<file path="src/rtl/i2s_tx.sv">
// ---------------------------------------------------------------------------
// i2s_tx : stereo Philips-I2S output serializer.
//
// Takes signed stereo sample pairs over a valid/ready handshake into a single
// holding register and transmits one pair per frame as bit clock, word select
// and MSB-first serial data. All I2S timing comes from sys_clk: each BCLK
// period is BCLK_DIV sys_clk cycles and each channel slot is SLOT_W BCLK
// periods, so a frame is 2*SLOT_W*BCLK_DIV cycles.
//
// Ports:
//   sys_clk          system clock
//   sys_rst          asynchronous active-low reset
//   s_valid/s_ready  sample-pair handshake (s_ready = holding register empty)
//   s_left/s_right   left/right samples, two's complement, DATA_W bits
//   i2s_bclk         bit clock (low BCLK_DIV/2 cycles, then high)
//   i2s_lrck         word select, 0 = left slot, 1 = right slot
//   i2s_sdata        serial data, one-BCLK delay after LRCK edge, MSB first
//   frame_start      one-cycle pulse when a new frame is loaded
//   underrun         one-cycle pulse when a frame is loaded with no pending pair
//   underrun_sticky  set on underrun, cleared only by reset
//
// Build option:
//   I2S_TX_HOLD_EN   defined: an underrun repeats the previous pair;
//                    undefined: an underrun transmits silence (zeros).
// ---------------------------------------------------------------------------
module i2s_tx #(
    parameter int unsigned DATA_W   = 24,
    parameter int unsigned SLOT_W   = 25,
    parameter int unsigned BCLK_DIV = 25
) (
    input  logic              sys_clk,
    input  logic              sys_rst,
    input  logic              s_valid,
    output logic              s_ready,
    input  logic [DATA_W-1:0] s_left,
    input  logic [DATA_W-1:0] s_right,
    output logic              i2s_bclk,
    output logic              i2s_lrck,
    output logic              i2s_sdata,
    output logic              frame_start,
    output logic              underrun,
    output logic              underrun_sticky
);

    localparam int unsigned CNT_W = (BCLK_DIV > 1) ? $clog2(BCLK_DIV) : 1;
    localparam int unsigned IDX_W = $clog2(2 * SLOT_W);

    localparam logic [CNT_W-1:0] CNT_LAST  = CNT_W'(BCLK_DIV - 1);
    localparam logic [CNT_W-1:0] LOW_CYC   = CNT_W'(BCLK_DIV / 2);
    localparam logic [IDX_W-1:0] IDX_LAST  = IDX_W'(2 * SLOT_W - 1);
    localparam logic [IDX_W-1:0] SLOT_LEN  = IDX_W'(SLOT_W);
    localparam logic [IDX_W-1:0] DATA_LAST = IDX_W'(DATA_W);

    // State registers
    logic [CNT_W-1:0]  r_bclk_cnt;
    logic [IDX_W-1:0]  r_bit_idx;
    logic              r_bclk;
    logic              r_lrck;
    logic              r_sdata;
    logic              r_frame_start;
    logic              r_underrun;
    logic              r_sticky;
    logic              r_hold_full;
    logic [DATA_W-1:0] r_hold_l;
    logic [DATA_W-1:0] r_hold_r;
    logic [DATA_W-1:0] r_act_l;
    logic [DATA_W-1:0] r_act_r;

    // Combinational helpers
    logic              w_tick;
    logic              w_fb;
    logic              w_accept;
    logic [CNT_W-1:0]  w_cnt_next;
    logic [IDX_W-1:0]  w_idx_next;
    logic              w_right;
    logic [IDX_W-1:0]  w_pos;
    logic [IDX_W-1:0]  w_sh_amt;
    logic [DATA_W-1:0] w_chan;
    logic [DATA_W-1:0] w_shifted;
    logic              w_bit;

    assign w_tick     = (r_bclk_cnt == CNT_LAST);
    assign w_fb       = w_tick && (r_bit_idx == IDX_LAST);
    assign w_accept   = s_valid && !r_hold_full;
    assign w_cnt_next = w_tick ? '0 : r_bclk_cnt + 1'b1;

    // Serial outputs are computed for the bit position being entered on tick,
    // so they change together with the BCLK falling edge.
    assign w_idx_next = (r_bit_idx == IDX_LAST) ? '0 : r_bit_idx + 1'b1;
    assign w_right    = (w_idx_next >= SLOT_LEN);
    assign w_pos      = w_right ? (w_idx_next - SLOT_LEN) : w_idx_next;
    assign w_chan     = w_right ? r_act_r : r_act_l;

    // Position p (1..DATA_W) carries channel bit DATA_W-p: shift it up to the MSB.
    assign w_sh_amt   = w_pos - 1'b1;
    assign w_shifted  = w_chan << w_sh_amt;
    assign w_bit      = (w_pos != '0) && (w_pos <= DATA_LAST) && w_shifted[DATA_W-1];

    always_ff @(posedge sys_clk or negedge sys_rst) begin
        if (!sys_rst) begin
            r_bclk_cnt    <= '0;
            r_bit_idx     <= '0;
            r_bclk        <= 1'b0;
            r_lrck        <= 1'b0;
            r_sdata       <= 1'b0;
            r_frame_start <= 1'b0;
            r_underrun    <= 1'b0;
            r_sticky      <= 1'b0;
            r_hold_full   <= 1'b0;
            r_hold_l      <= '0;
            r_hold_r      <= '0;
            r_act_l       <= '0;
            r_act_r       <= '0;
        end else begin
            r_bclk_cnt    <= w_cnt_next;
            // Low for counts 0..LOW_CYC-1, so the falling edge lands on tick.
            r_bclk        <= (w_cnt_next >= LOW_CYC);
            r_frame_start <= w_fb;
            r_underrun    <= w_fb && !r_hold_full;
            if (w_fb && !r_hold_full) begin
                r_sticky <= 1'b1;
            end

            if (w_tick) begin
                r_bit_idx <= w_idx_next;
                r_lrck    <= w_right;
                r_sdata   <= w_bit;
            end

            // Accept only happens when empty, so it never collides with a
            // consume; a same-cycle accept is kept for the next frame.
            if (w_accept) begin
                r_hold_full <= 1'b1;
                r_hold_l    <= s_left;
                r_hold_r    <= s_right;
            end else if (w_fb) begin
                r_hold_full <= 1'b0;
            end

            if (w_fb) begin
                if (r_hold_full) begin
                    r_act_l <= r_hold_l;
                    r_act_r <= r_hold_r;
                end else begin
`ifdef I2S_TX_HOLD_EN
                    // Repeat the previous pair: active registers keep their value.
                    r_act_l <= r_act_l;
                    r_act_r <= r_act_r;
`else
                    r_act_l <= '0;
                    r_act_r <= '0;
`endif
                end
            end
        end
    end

    assign s_ready         = !r_hold_full;
    assign i2s_bclk        = r_bclk;
    assign i2s_lrck        = r_lrck;
    assign i2s_sdata       = r_sdata;
    assign frame_start     = r_frame_start;
    assign underrun        = r_underrun;
    assign underrun_sticky = r_sticky;

endmodule

</file>
<file path="config.mk">
export PLATFORM = sky130hd
export DESIGN_NAME = i2s_tx
export DESIGN_NICKNAME = d
export VERILOG_FILES = /design/src/rtl/i2s_tx.sv
export SDC_FILE = /design/constraint.sdc
export NUM_CORES = 1
export LEC_CHECK = 0
export CELL_PAD_IN_SITES_DETAIL_PLACEMENT = 1
export CELL_PAD_IN_SITES_GLOBAL_PLACEMENT = 1
export CORE_ASPECT_RATIO = 0.75
export CORE_MARGIN = 2
export CORE_UTILIZATION = 42
export CTS_CLUSTER_SIZE = 25
export DETAILED_ROUTE_END_ITERATION = 8
export PLACE_DENSITY = 0.84
export REMOVE_ABC_BUFFERS = 1
export SYNTH_ARGS = -nofsm -noshare
export SYNTH_HDL_FRONTEND = slang
export SYNTH_SLANG_ARGS = --single-unit
</file>
<file path="constraint.sdc">
create_clock -name sys_clk -period 6.94 [get_ports sys_clk]
set_input_delay 0.694 -clock sys_clk [delete_from_list [all_inputs] [get_ports sys_clk]]
set_output_delay 0.694 -clock sys_clk [all_outputs]
set_load 0.05 [all_outputs]
</file>
==> summary.txt <==
Outcome
  • Status: finished, final reports clean

CTS
  • Post-CTS resize count: 0
  • # hold bufs at CTS: 0
  • Latest clock arrival within the worst-skew pair: 0.42 ns
  • CTS H-Tree Depth: 4
  • Root buffer cell: clkbuf_16
  • Post-CTS setup buffers: 0
  • TritonCTS buffer count: 17
  • CTS tree: done
  • Total clock sinks: 114
  • Clock tree buffer depth: 2
  • Reg clk slew, reported paths: 0.05 ns

Global routing
  • GRT Util Overall: 20.83%
  • Initial antenna violation count: 0
  • Most Used Layer, Global Route: met2
  • Largest net degree at the start of global routing: 71
  • Global-route wire length before repair: 23,030 µm
  • Total grt overflow: 0
  • Vias in the first global route: 4,540
  • Met1 global-route usage: 27.46%
  • Routing usage on met3: 4.944%
  • M2 GR Usage: 33.44%

Floorplanning
  • Core Box Area: 12,970 µm²
  • Row cnt: 36
  • Die Area: 14,200 µm²
  • Die X: 136.9 µm
  • Initial core utilization: 42.90%
  • Die Ht: 103.7 µm
  • Ports: 58

Timing
  • Final Critical Period: 5.499 ns
  • Tightest Pin Transition: 0.9363 ns
  • Setup-failing EPs final: 0
  • Setup_tns: 0 ns
  • Max Fclk: 0.1819 GHz
  • Max-slew violations: 0
  • Slew margin rel.: 37.58%
  • Worst Hold Slack: 0.2776 ns
  • Final setup skew: 0.007921 ns
  • RSZ-0062 raised after global routing: no
  • Final period util: 79.23%
  • Worst setup margin: 1.441 ns
  • Final hold vios: 0

Route
  • DR pass1 iterations: 6
  • Post-DRT Antenna Nets: 0
  • DRC viols: 0
  • Vias: 4,151
  • DRT Wirelength: 13,380 µm
  • Via/cell ratio: 5.440
  • 1st-iter DRT viols: 160
  • DR WL/cell: 17.53 µm

Critical path
  • Setup Crit Path Kind: reg2reg
  • Max Fanout on Critical Path: 27
  • Cell repeated most along the worst path: ha_1
  • CP max stage delay: 0.92 ns
  • Crit path DAT: 5.84 ns
  • Req. time, crit path: 7.28 ns
  • Slowest CP cell: ha_1
  • Critical path launch point type: flop
  • Critical Path, Cell by Cell: inv_1 > ha_1 > nand4b_4 > nor2_4 > or2_1 > ha_1 > inv_1 > or3_4 > a21oi_4 > buf_4 > xnor2_1 > ha_1 > o311ai_0 > a222oi_1 > nand2_1 > o31a_1 > mux2i_1 > a22oi_1 > a31oi_1
  • CP endpoint kind: flop

Finish
  • Synthesis-to-finish area growth: 23.43%
  • FF/Latch Area: 2853 µm²
  • # fillers: 1,420
  • Antenna cells: 0
  • Fin area: 6869 µm²
  • Area of the multi-input gates: 2499 µm²
  • Layout cells sized above 1: 18.24%
  • Final net count: 637

Yosys
  • Synth area leaders: dfrtp_1, mux2_2, nand2_1
  • Number of flops mapped to enable cells by yosys: 0
  • Netlist cell types: 57
  • Dominant cell type by area after synthesis: dfrtp_1
  • Fraction of registers with async set/reset: 100.0%
  • Yosys warnings: 0
  • Yosys reg bits: 114
  • Mean Syn Cell Area: 10.40 µm²
  • Post-synthesis sequential area ratio: 51.26%
  • Mapped cell area: 5565 µm²
  • Top_reg_cell synth: dfrtp_1
  • Share of the synthesized area in the top cell type: 51.26%
  • Synth Instances: 535

Power and ir drop
  • Peak supply drop: 0.2272 mV
  • Sw Share: 23.00%
  • Cell Int Power: 1.551 mW
  • Psw: 0.4634 mW
  • Gate power share: 10.8%
  • Clock power frac: 47.6%
  • Sequential power share: 41.6%
  • Pwr Density: 293.3 nW/µm²
  • Static Leak: 3.211 nW

Placed design
  • Port Buf Inserts: 57
  • Placer Congestion: 0.8222
  • Final HPWL DP: 8975 µm
  • Placement Cell Area: 6218 µm²
  • Dpl ws: 1.412 ns

Flow run
  • Max Cap Viol: 0

Worst hold path
  • Hold Path Class: in2async
power by group through the flow:
stage               combinational (mW)  sequential [mW]  clock [mW]
CTS                              0.224            0.839       0.980
finish                           0.217            0.838       0.959
floorplan                        0.143            0.828           0
detailed placement               0.219            0.848           0
global route                     0.245            0.852        1.01
global placement                 0.206            0.838           0
final timing paths:
check	startpoint	endpoint	slack, ns	cells after the start
setup / recovery	r_bit_idx[1]	i2s_sdata	1.44	19
hold / removal	sys_rst	i2s_bclk	0.28	1
setup reg to reg	r_bit_idx[1]	i2s_sdata	1.44	19
hold reg to reg	underrun_sticky	underrun_sticky	0.47	1
max in group asynchronous	sys_rst	r_act_r[22]	5.36	2
min in group sys_clk	underrun_sticky	underrun_sticky	0.47	1
final cells by class:
type | count | area share [%]
clock buffer | 19 | 6.448
sequential | 114 | 41.53
clock inverter | 13 | 3.024
timing repair buffer | 63 | 8.925
inverter | 10 | 0.5829
tap | 171 | 3.115
multi-input combinational | 373 | 36.38
worst max-delay path, delay by kind of cell, from the launching register on:
kind	cells	cell delay, ns
compound gates	6	1.21
xor+xnor	1	0.10
fa+ha+maj	3	1.49
buf+inv	3	0.47
flops	1	0.44
mux	1	0.14
simple gates	5	1.54
placed cells by master (no fill, tap or decap), types with 4 or more instances in the layout:
cell type and n:
nand2_1 112, buf_4 7, inv_1 9, o21ai_0 63
mux2_2 50, nor3_1 18, a21o_1 4, clkdlybuf4s50_1 56
bufinv_16 5, ha_1 7, mux4_2 4, a21oi_1 13
nand3_1 7, xor2_1 4, clkbuf_16 17, dfrtp_1 114
nor2_1 12, or3_1 8, mux2i_1 15
routing by layer:
metal	wire (µm)	part of all wire [%]
met5	0	0
met4	184	1.4
met3	447	3.3
met2	6593	49
met1	6150	46
cells by family (layout without fill, tap and decap cells):
| family | after synthesis | in the layout | share of synthesized area, % |
|---|---|---|---|
| buf+inv | 48 | 105 | 4.024 |
| mux | 71 | 71 | 15.15 |
| simple gates | 182 | 182 | 15.51 |
| fa+ha+maj | 7 | 7 | 1.574 |
| compound gates | 106 | 106 | 11.38 |
| flops | 114 | 114 | 51.26 |
| xor+xnor | 7 | 7 | 1.102 |
stage by stage:
| stage | instances | util [%] | total power [mW] |
|---|---|---|---|
| after detailed placement | 731 | 47.94 | 1.067 |
| after CTS | 763 | 52.95 | 2.042 |
| after global routing | 763 | 52.95 | 2.109 |
| final | 763 | 52.95 | 2.015 |
| after floorplan | 497 | - | 0.9711 |
| after global placement | 731 | 47.94 | 1.045 |
synthesized netlist by cell type (3+ instances only):
cell	number
o311ai_0	3
xor2_1	4
or3_1	8
nor3_1	18
buf_6	5
inv_1	9
dfrtp_1	114
a21o_1	4
mux2i_1	15
o21ai_0	63
mux4_2	4
buf_2	3
clkbuf_1	29
or2_2	3
a21oi_1	13
xnor2_1	3
mux2_2	50
ha_1	7
nand2_1	113
nand3_1	7
nor2_1	12
registers in the layout, indices dropped and copies added, names as in the netlist, 5 cells and up:
signal	count
r_act_l	24
r_act_r	24
r_hold_l	24
r_hold_r	24
r_bit_idx	6
r_bclk_cnt	5
(Power assumes the default switching activity.)
